--- src/rtl/mp_add_seq.sv ---
`default_nettype none
// ============================================================================
//  Module   : mp_add_seq
//  Purpose  : Multi-precision add/subtract sequencer for an external WIDTH-bit
//             ripple-carry adder. Operand word pairs arrive least-significant
//             word first on a valid/ready stream. Each word is driven into the
//             adder for one cycle and carry-out is chained into the next word.
//             Result words leave on a valid/ready stream.
//  Revision : 1.0 - initial release
// ----------------------------------------------------------------------------
//  Configuration macro:
//    MPADD_OVF_EN - when defined, adds output out_ovf (signed overflow of the
//                   full operation, valid with out_last, 0 on other words).
// ----------------------------------------------------------------------------
//  Ports:
//    clk, rst              clock (rising edge), async active-high reset
//    in_valid/in_ready     operand stream handshake
//    in_a, in_b            operand word pair
//    op_sub                1 = A-B, 0 = A+B (sampled on word 0 only)
//    add_a, add_b, add_cin drive to the external adder (b pre-inverted for sub)
//    add_sum, add_cout     combinational result from the external adder
//    out_valid/out_ready   result stream handshake
//    out_sum               result word
//    out_last              result word is the final word of the operation
//    out_cout              final carry (subtract: 1 = no borrow), 0 unless last
//    out_ovf               (MPADD_OVF_EN only) signed overflow, 0 unless last
//    busy                  operation in progress or data held in the pipeline
// ============================================================================
module mp_add_seq #(
  parameter int WIDTH  = 64,
  parameter int NWORDS = 4,
  parameter int CNT_W  = 2
) (
  input  logic             clk,
  input  logic             rst,
  input  logic             in_valid,
  output logic             in_ready,
  input  logic [WIDTH-1:0] in_a,
  input  logic [WIDTH-1:0] in_b,
  input  logic             op_sub,
  output logic [WIDTH-1:0] add_a,
  output logic [WIDTH-1:0] add_b,
  output logic             add_cin,
  input  logic [WIDTH-1:0] add_sum,
  input  logic             add_cout,
  output logic             out_valid,
  input  logic             out_ready,
  output logic [WIDTH-1:0] out_sum,
  output logic             out_last,
  output logic             out_cout,
`ifdef MPADD_OVF_EN
  output logic             out_ovf,
`endif
  output logic             busy
);

  localparam logic [CNT_W-1:0] LAST_CNT = CNT_W'(NWORDS - 1);

  typedef enum logic [0:0] {
    IDLE = 1'b0,
    RUN  = 1'b1
  } state_t;

  state_t           state_q, state_d;
  logic [CNT_W-1:0] cnt_q, cnt_d;

  // S1 operand register
  logic [WIDTH-1:0] a_q, b_q;
  logic             sub_q, first_q, last_q, s1_valid;
  logic             carry_q;

  logic             adv;
  logic             accept;
  logic             word_first;
  logic             word_last;

  // S1 hands its word to S2 whenever S2 is empty or being drained this cycle.
  assign adv      = s1_valid & (~out_valid | out_ready);
  assign in_ready = ~s1_valid | adv;
  assign accept   = in_valid & in_ready;

  assign add_a   = a_q;
  assign add_b   = sub_q ? ~b_q : b_q;
  // Word 0 seeds the chain with the op (+1 completes two's complement on sub);
  // later words take the carry of the previous word.
  assign add_cin = first_q ? sub_q : carry_q;

  assign busy = (state_q != IDLE) | s1_valid | out_valid;

  // --------------------------------------------------------------------------
  // Word-position FSM
  // --------------------------------------------------------------------------
  always_ff @(posedge clk or posedge rst) begin
    if (rst) begin
      state_q <= IDLE;
      cnt_q   <= '0;
    end else begin
      state_q <= state_d;
      cnt_q   <= cnt_d;
    end
  end

  always_comb begin
    state_d    = state_q;
    cnt_d      = cnt_q;
    word_first = (state_q == IDLE);
    word_last  = 1'b0;
    case (state_q)
      IDLE: begin
        if (accept) begin
          word_last = (NWORDS == 1);
          if (NWORDS > 1) begin
            state_d = RUN;
            cnt_d   = CNT_W'(1);
          end
        end
      end
      RUN: begin
        if (accept) begin
          if (cnt_q == LAST_CNT) begin
            word_last = 1'b1;
            state_d   = IDLE;
            cnt_d     = '0;
          end else begin
            cnt_d = cnt_q + CNT_W'(1);
          end
        end
      end
      default: begin
        state_d = IDLE;
        cnt_d   = '0;
      end
    endcase
  end

  // --------------------------------------------------------------------------
  // S1 operand register
  // --------------------------------------------------------------------------
  always_ff @(posedge clk or posedge rst) begin
    if (rst) begin
      a_q      <= '0;
      b_q      <= '0;
      sub_q    <= 1'b0;
      first_q  <= 1'b0;
      last_q   <= 1'b0;
      s1_valid <= 1'b0;
    end else if (accept) begin
      a_q      <= in_a;
      b_q      <= in_b;
      first_q  <= word_first;
      last_q   <= word_last;
      s1_valid <= 1'b1;
      // op_sub only matters for word 0; later words reuse the latched op.
      if (word_first) begin
        sub_q <= op_sub;
      end
    end else if (adv) begin
      s1_valid <= 1'b0;
    end
  end

  // --------------------------------------------------------------------------
  // S2 output register and carry chain. carry_q only moves on adv, so a
  // stalled word never disturbs the carry its successor will consume.
  // --------------------------------------------------------------------------
  always_ff @(posedge clk or posedge rst) begin
    if (rst) begin
      out_valid <= 1'b0;
      out_sum   <= '0;
      out_last  <= 1'b0;
      out_cout  <= 1'b0;
      carry_q   <= 1'b0;
`ifdef MPADD_OVF_EN
      out_ovf   <= 1'b0;
`endif
    end else if (adv) begin
      out_valid <= 1'b1;
      out_sum   <= add_sum;
      out_last  <= last_q;
      out_cout  <= last_q & add_cout;
      carry_q   <= add_cout;
`ifdef MPADD_OVF_EN
      // Carry into the MSB is a^b^sum at that bit; overflow when it differs
      // from carry out of the MSB.
      out_ovf   <= last_q &
                   (add_cout ^ (add_a[WIDTH-1] ^ add_b[WIDTH-1] ^ add_sum[WIDTH-1]));
`endif
    end else if (out_ready) begin
      out_valid <= 1'b0;
    end
  end

endmodule
`default_nettype wire

--- config.mk ---
export PLATFORM = sky130hd
export DESIGN_NAME = mp_add_seq
export DESIGN_NICKNAME = d
export VERILOG_FILES = /design/src/rtl/mp_add_seq.sv
export SDC_FILE = /design/constraint.sdc
export NUM_CORES = 1
export LEC_CHECK = 0
export ABC_CLOCK_PERIOD_IN_PS = 13300
export CORE_AREA = 2 2 153 155
export CTS_BUF_LIST = sky130_fd_sc_hd__clkbuf_16
export DETAILED_ROUTE_END_ITERATION = 16
export DIE_AREA = 0 0 155 157
export GPL_ROUTABILITY_DRIVEN = 0
export GPL_TIMING_DRIVEN = 0
export PLACE_DENSITY = 0.74
export SLEW_MARGIN = 25
export SYNTH_ARGS = -nofsm -noshare
export SYNTH_HDL_FRONTEND = slang
export SYNTH_SLANG_ARGS = --single-unit
--- constraint.sdc ---
create_clock -name clk -period 13.3 [get_ports clk]
set_clock_uncertainty 0.05 [all_clocks]
set_input_delay 3.325 -clock clk [delete_from_list [all_inputs] [get_ports clk]]
set_output_delay 3.325 -clock clk [all_outputs]
set_load 0.01 [all_outputs]
-- Word level (Yosys, flattened, before mapping)
Index checks and enable logic that the tools add are counted.
- bits in registers: 203
- input port bits: 198
- output and inout bits: 198
- add/sub/neg operators: 1
- equality and inequality tests: 3
- muxes and demuxes: 16
- bitwise operators: 11
- reductions and logical operators: 4
- operators by type and width (kind ; number):
    64-bit two-way mux ; 1
    64-bit inverter ; 1
    1-bit two-way mux ; 9
    2-bit two-way mux ; 3
    1-bit bitwise OR ; 4
    1-bit case mux with 2 select lines ; 2
    2-bit case mux with 2 select lines ; 1
    2-bit AND reduction ; 2
    2-bit nonzero test ; 2
    1-bit AND ; 3
    1-bit inverter ; 3
    2-bit by 1-bit adder with 2-bit output (second input constant) ; 1
    2-bit equality test (second input constant) ; 1
    2-bit by 1-bit inequality test with 1-bit output (second input constant) ; 1
    2-bit inequality test (second input constant) ; 1

-- Longest topological paths before layout
- depth after elaboration: 7
- gate-level depth with buffers: 6

-- Worst setup path after synthesis
OpenSTA, ideal clock, no wires.
- path type: in2out
- start point: in out_ready
- end point: out in_ready
- arrival: 3.497 ns
- slack: 6.428 ns
- stages on the path: 1
- path buffers: 0
- cells stage by stage: nand3b_4
- word-level cells in the longest chain between the ends: 3
- ends and longest elaborated chain (what ; RTL line ; text):
    start, declared ; 47 ; input logic out_ready,
    1-bit bitwise OR ; 78 ; assign adv = s1_valid & (~out_valid | out_ready);
    1-bit AND ; 78 ;
    1-bit bitwise OR ; 79 ; assign in_ready = ~s1_valid | adv;
    end, declared ; 37 ; output logic in_ready,
Every way passes these cells.

-- Worst setup path in the final report
Same ends and word-level chain as after synthesis.

==> metrics.yaml <==
setup_path:
  critPathTopFamily: "buffers and inverters"
  critical_path_buf_inv_count: 2
  cp-start-kind: "input pin"
  crit_path_frequent_cell: "clkdlybuf4s50_1"
  slowest_delay_ns: 0.59
  r2r_start: "s1_valid$_DFFE_PP0P_"
  crit_type: "in2out"
  path_cells: "clkdlybuf4s50_1 > nand3b_4 > clkdlybuf4s50_1"
  arrival_ns: 4.56
  crit_slowest_cell: "clkdlybuf4s50_1"
  worstSetupStartpoint: "out_ready"
  cp_max_fo: 7
  cp.required_ns: 9.93
  cp-end-kind: "output port"
global_route:
  antenna_found_initial: 1
  track_usage_pct: 18.7
  gr-total-overflow: 0
  grt_first_pass_wirelength_mm: 35.7
  grt_pass1_vias: 6325
  grt_max_degree: 73
floorplanning:
  die_w_um: 155
  coreArea_sq_um: 22500
  dieArea_sq_um: 24300
  rows: 55
  ios: 396
  start_util_pct: 37.5
  dieHeight_um: 157
route:
  via_per_inst: 4.60
  drtAntennaViolNets: 0
  drt_pre_antenna_iters: 4
  first_iter_violations: 167
  wl_per_cell_um: 18.7
  post-route-drc-count: 0
  vias: 5712
  finalWirelength_mm: 23.2
timing:
  fmax_mhz: 126
  max_slew_margin_pct: 49.2
  fin_ws_ns: 5.37
  holdWs_ns: 0.445
  setup_tns_ns: 0
  grt_setup_unrepaired: "false"
  slew_violations: 0
  max_slew.worst_pin.slew_ns: 0.762
  hold_viol_final: 0
  setup_viol: 0
  min_period_over_period_pct: 59.6
  min_period_ns: 7.93
clocking:
  htree_levels: 1
  clk_path_buf_depth: 3
  cts.clk_slew.worst_paths_ns: 0.06
  cts_resized: 0
  hold_buffers: 0
  cts_made_buffers: 24
  clkSinkCount: 203
  cts_tree: "built"
  clk_latency_ns: 0.50
  ctsRootBufferMaster: "clkbuf_16"
  post-cts-setup-buffers: 0
outcome:
  status: "finished clean"
power:
  p_leak_nw: 5.86
  ir_worst_vdd_mv: 0.0970
  power.density_nw_per_um2: 169
synthesis:
  async_reset_ff_share_pct: 100
  synth_most_common_cell: "dfrtp_1"
  yosysTopAreaCell: "dfrtp_1"
  syn_area_sq_um: 8450
  syn_nets: 715
  ys_seq_area_share_pct: 60.1
  synth_common_cells: "dfrtp_1, mux2_2, mux2_4"
  synth_top_area_share_pct: 60.1
  syn_area_per_cell_sq_um: 16.4
  synthCells: 516
  synth_edf_count: 0
  synthTopCellsByArea: "dfrtp_1, mux2_2, mux2_4"
  ys_types: 19
  postSynth.topFlopCell: "dfrtp_1"
  yosys_warnings: 0
  ys_ff_latch: 203
min_path:
  min_from: "out_cout$_DFFE_PP0P_"
  hold_class: "reg2reg"
flow_run:
  cap_violations: 0
cells_and_area:
  fin_nets: 1138
  layout-drive-gt1-share_pct: 27.3
  area_growth_pct: 60.8
  multi_input_area_sq_um: 3150
  regArea_sq_um: 5080
  nFillCells: 1777
  final_area_sq_um: 13600
placed_design:
  io_buffers: 395
  placed_area_sq_um: 12800
  pre_cts_slack_ns: 5.36
  dp_hpwl_mm: 17.4
==> final cells by class <==
type	instances	area share [%]
timing repair buffer	397	29.5
tap	285	2.62
buffer	30	1.49
inverter	4	0.166
clock inverter	19	1.01
clock buffer	25	4.60
antenna	1	0.0184
sequential	203	37.4
multi-input combinational	279	23.2
==> final timing paths <==
kind	to	slack, ns	depth (start not counted)
max reg2reg	b_q[8]$_DFFE_PP0P_	11.55	6
max in group asynchronous	out_sum[13]$_DFFE_PP0P_	8.93	4
min reg2reg	out_cout$_DFFE_PP0P_	0.45	1
max	in_ready	5.37	3
min in group asynchronous	add_a[60]$_DFFE_PP0P_	3.19	2
min	out_cout$_DFFE_PP0P_	0.45	1
==> cell families (layout without fill, tap and decap cells) <==
family / count (synthesis) / in the layout / synth area share [%]
AND/OR/NAND/NOR: 12 / 12 / 1.04
XOR/XNOR: 64 / 64 / 6.63
other: 0 / 1 / 0
flip-flops: 203 / 203 / 60.1
AO/OA/AOI/OAI: 6 / 6 / 0.474
multiplexers: 196 / 196 / 29.0
buffers and inverters: 34 / 475 / 2.58
adder cells (fa/ha/maj): 1 / 1 / 0.148
==> routing by layer <==
metal | global-route usage (%) | up-vias | wire length [um]
met1 | 21.6 | 2810 | 8990
met4 | 5.29 | 0 | 529
met2 | 32.9 | 238 | 11600
met5 | 0 | - | 0
li1 | - | 2626 | -
met3 | 6.97 | 38 | 2050
==> where the power goes <==
group	switching (mW)	internal, mW	total, mW
Combinational	0.357	0.533	0.890
Clock	0.254	0.378	0.632
Sequential	0.0589	0.720	0.779
Total	0.670	1.63	2.30
==> state kept, by name, indices dropped and copies added (netlist names) <==
| signal | cells |
|---|---|
| out_cout | 1 |
| s1_valid | 1 |
| state_q | 1 |
| add_a | 64 |
| b_q | 64 |
| cnt_q | 2 |
| out_last | 1 |
| last_q | 1 |
| sub_q | 1 |
| carry_q | 1 |
| out_sum | 64 |
| first_q | 1 |
| out_valid | 1 |
==> placed cells by master (no fill, tap or decap), drive strengths merged <==
cell type      Yosys  routed
o21ai              3       3
and2               1       1
o21a               2       2
nand3b             2       2
nand2              1       1
clkbuf             3      28
mux2             196     196
nand4              4       4
inv                4      11
clkinv             0      10
dfrtp            203     203
buf               27      29
xor2              64      64
a21bo              1       1
nand2b             3       3
clkdlybuf4s50      0     395
bufinv             0       2
diode              0       1
or3                1       1
ha                 1       1
==> stage by stage <==
stage	util, %	total power [mW]	instances
detailed placement	57.0	1.69	1198
floorplan	-	1.16	516
global placement	56.7	1.68	1196
CTS	60.4	2.33	1242
finish	60.4	2.30	1243
global route	60.4	2.42	1242
Note: power is estimated with default switching activity, not from simulation.
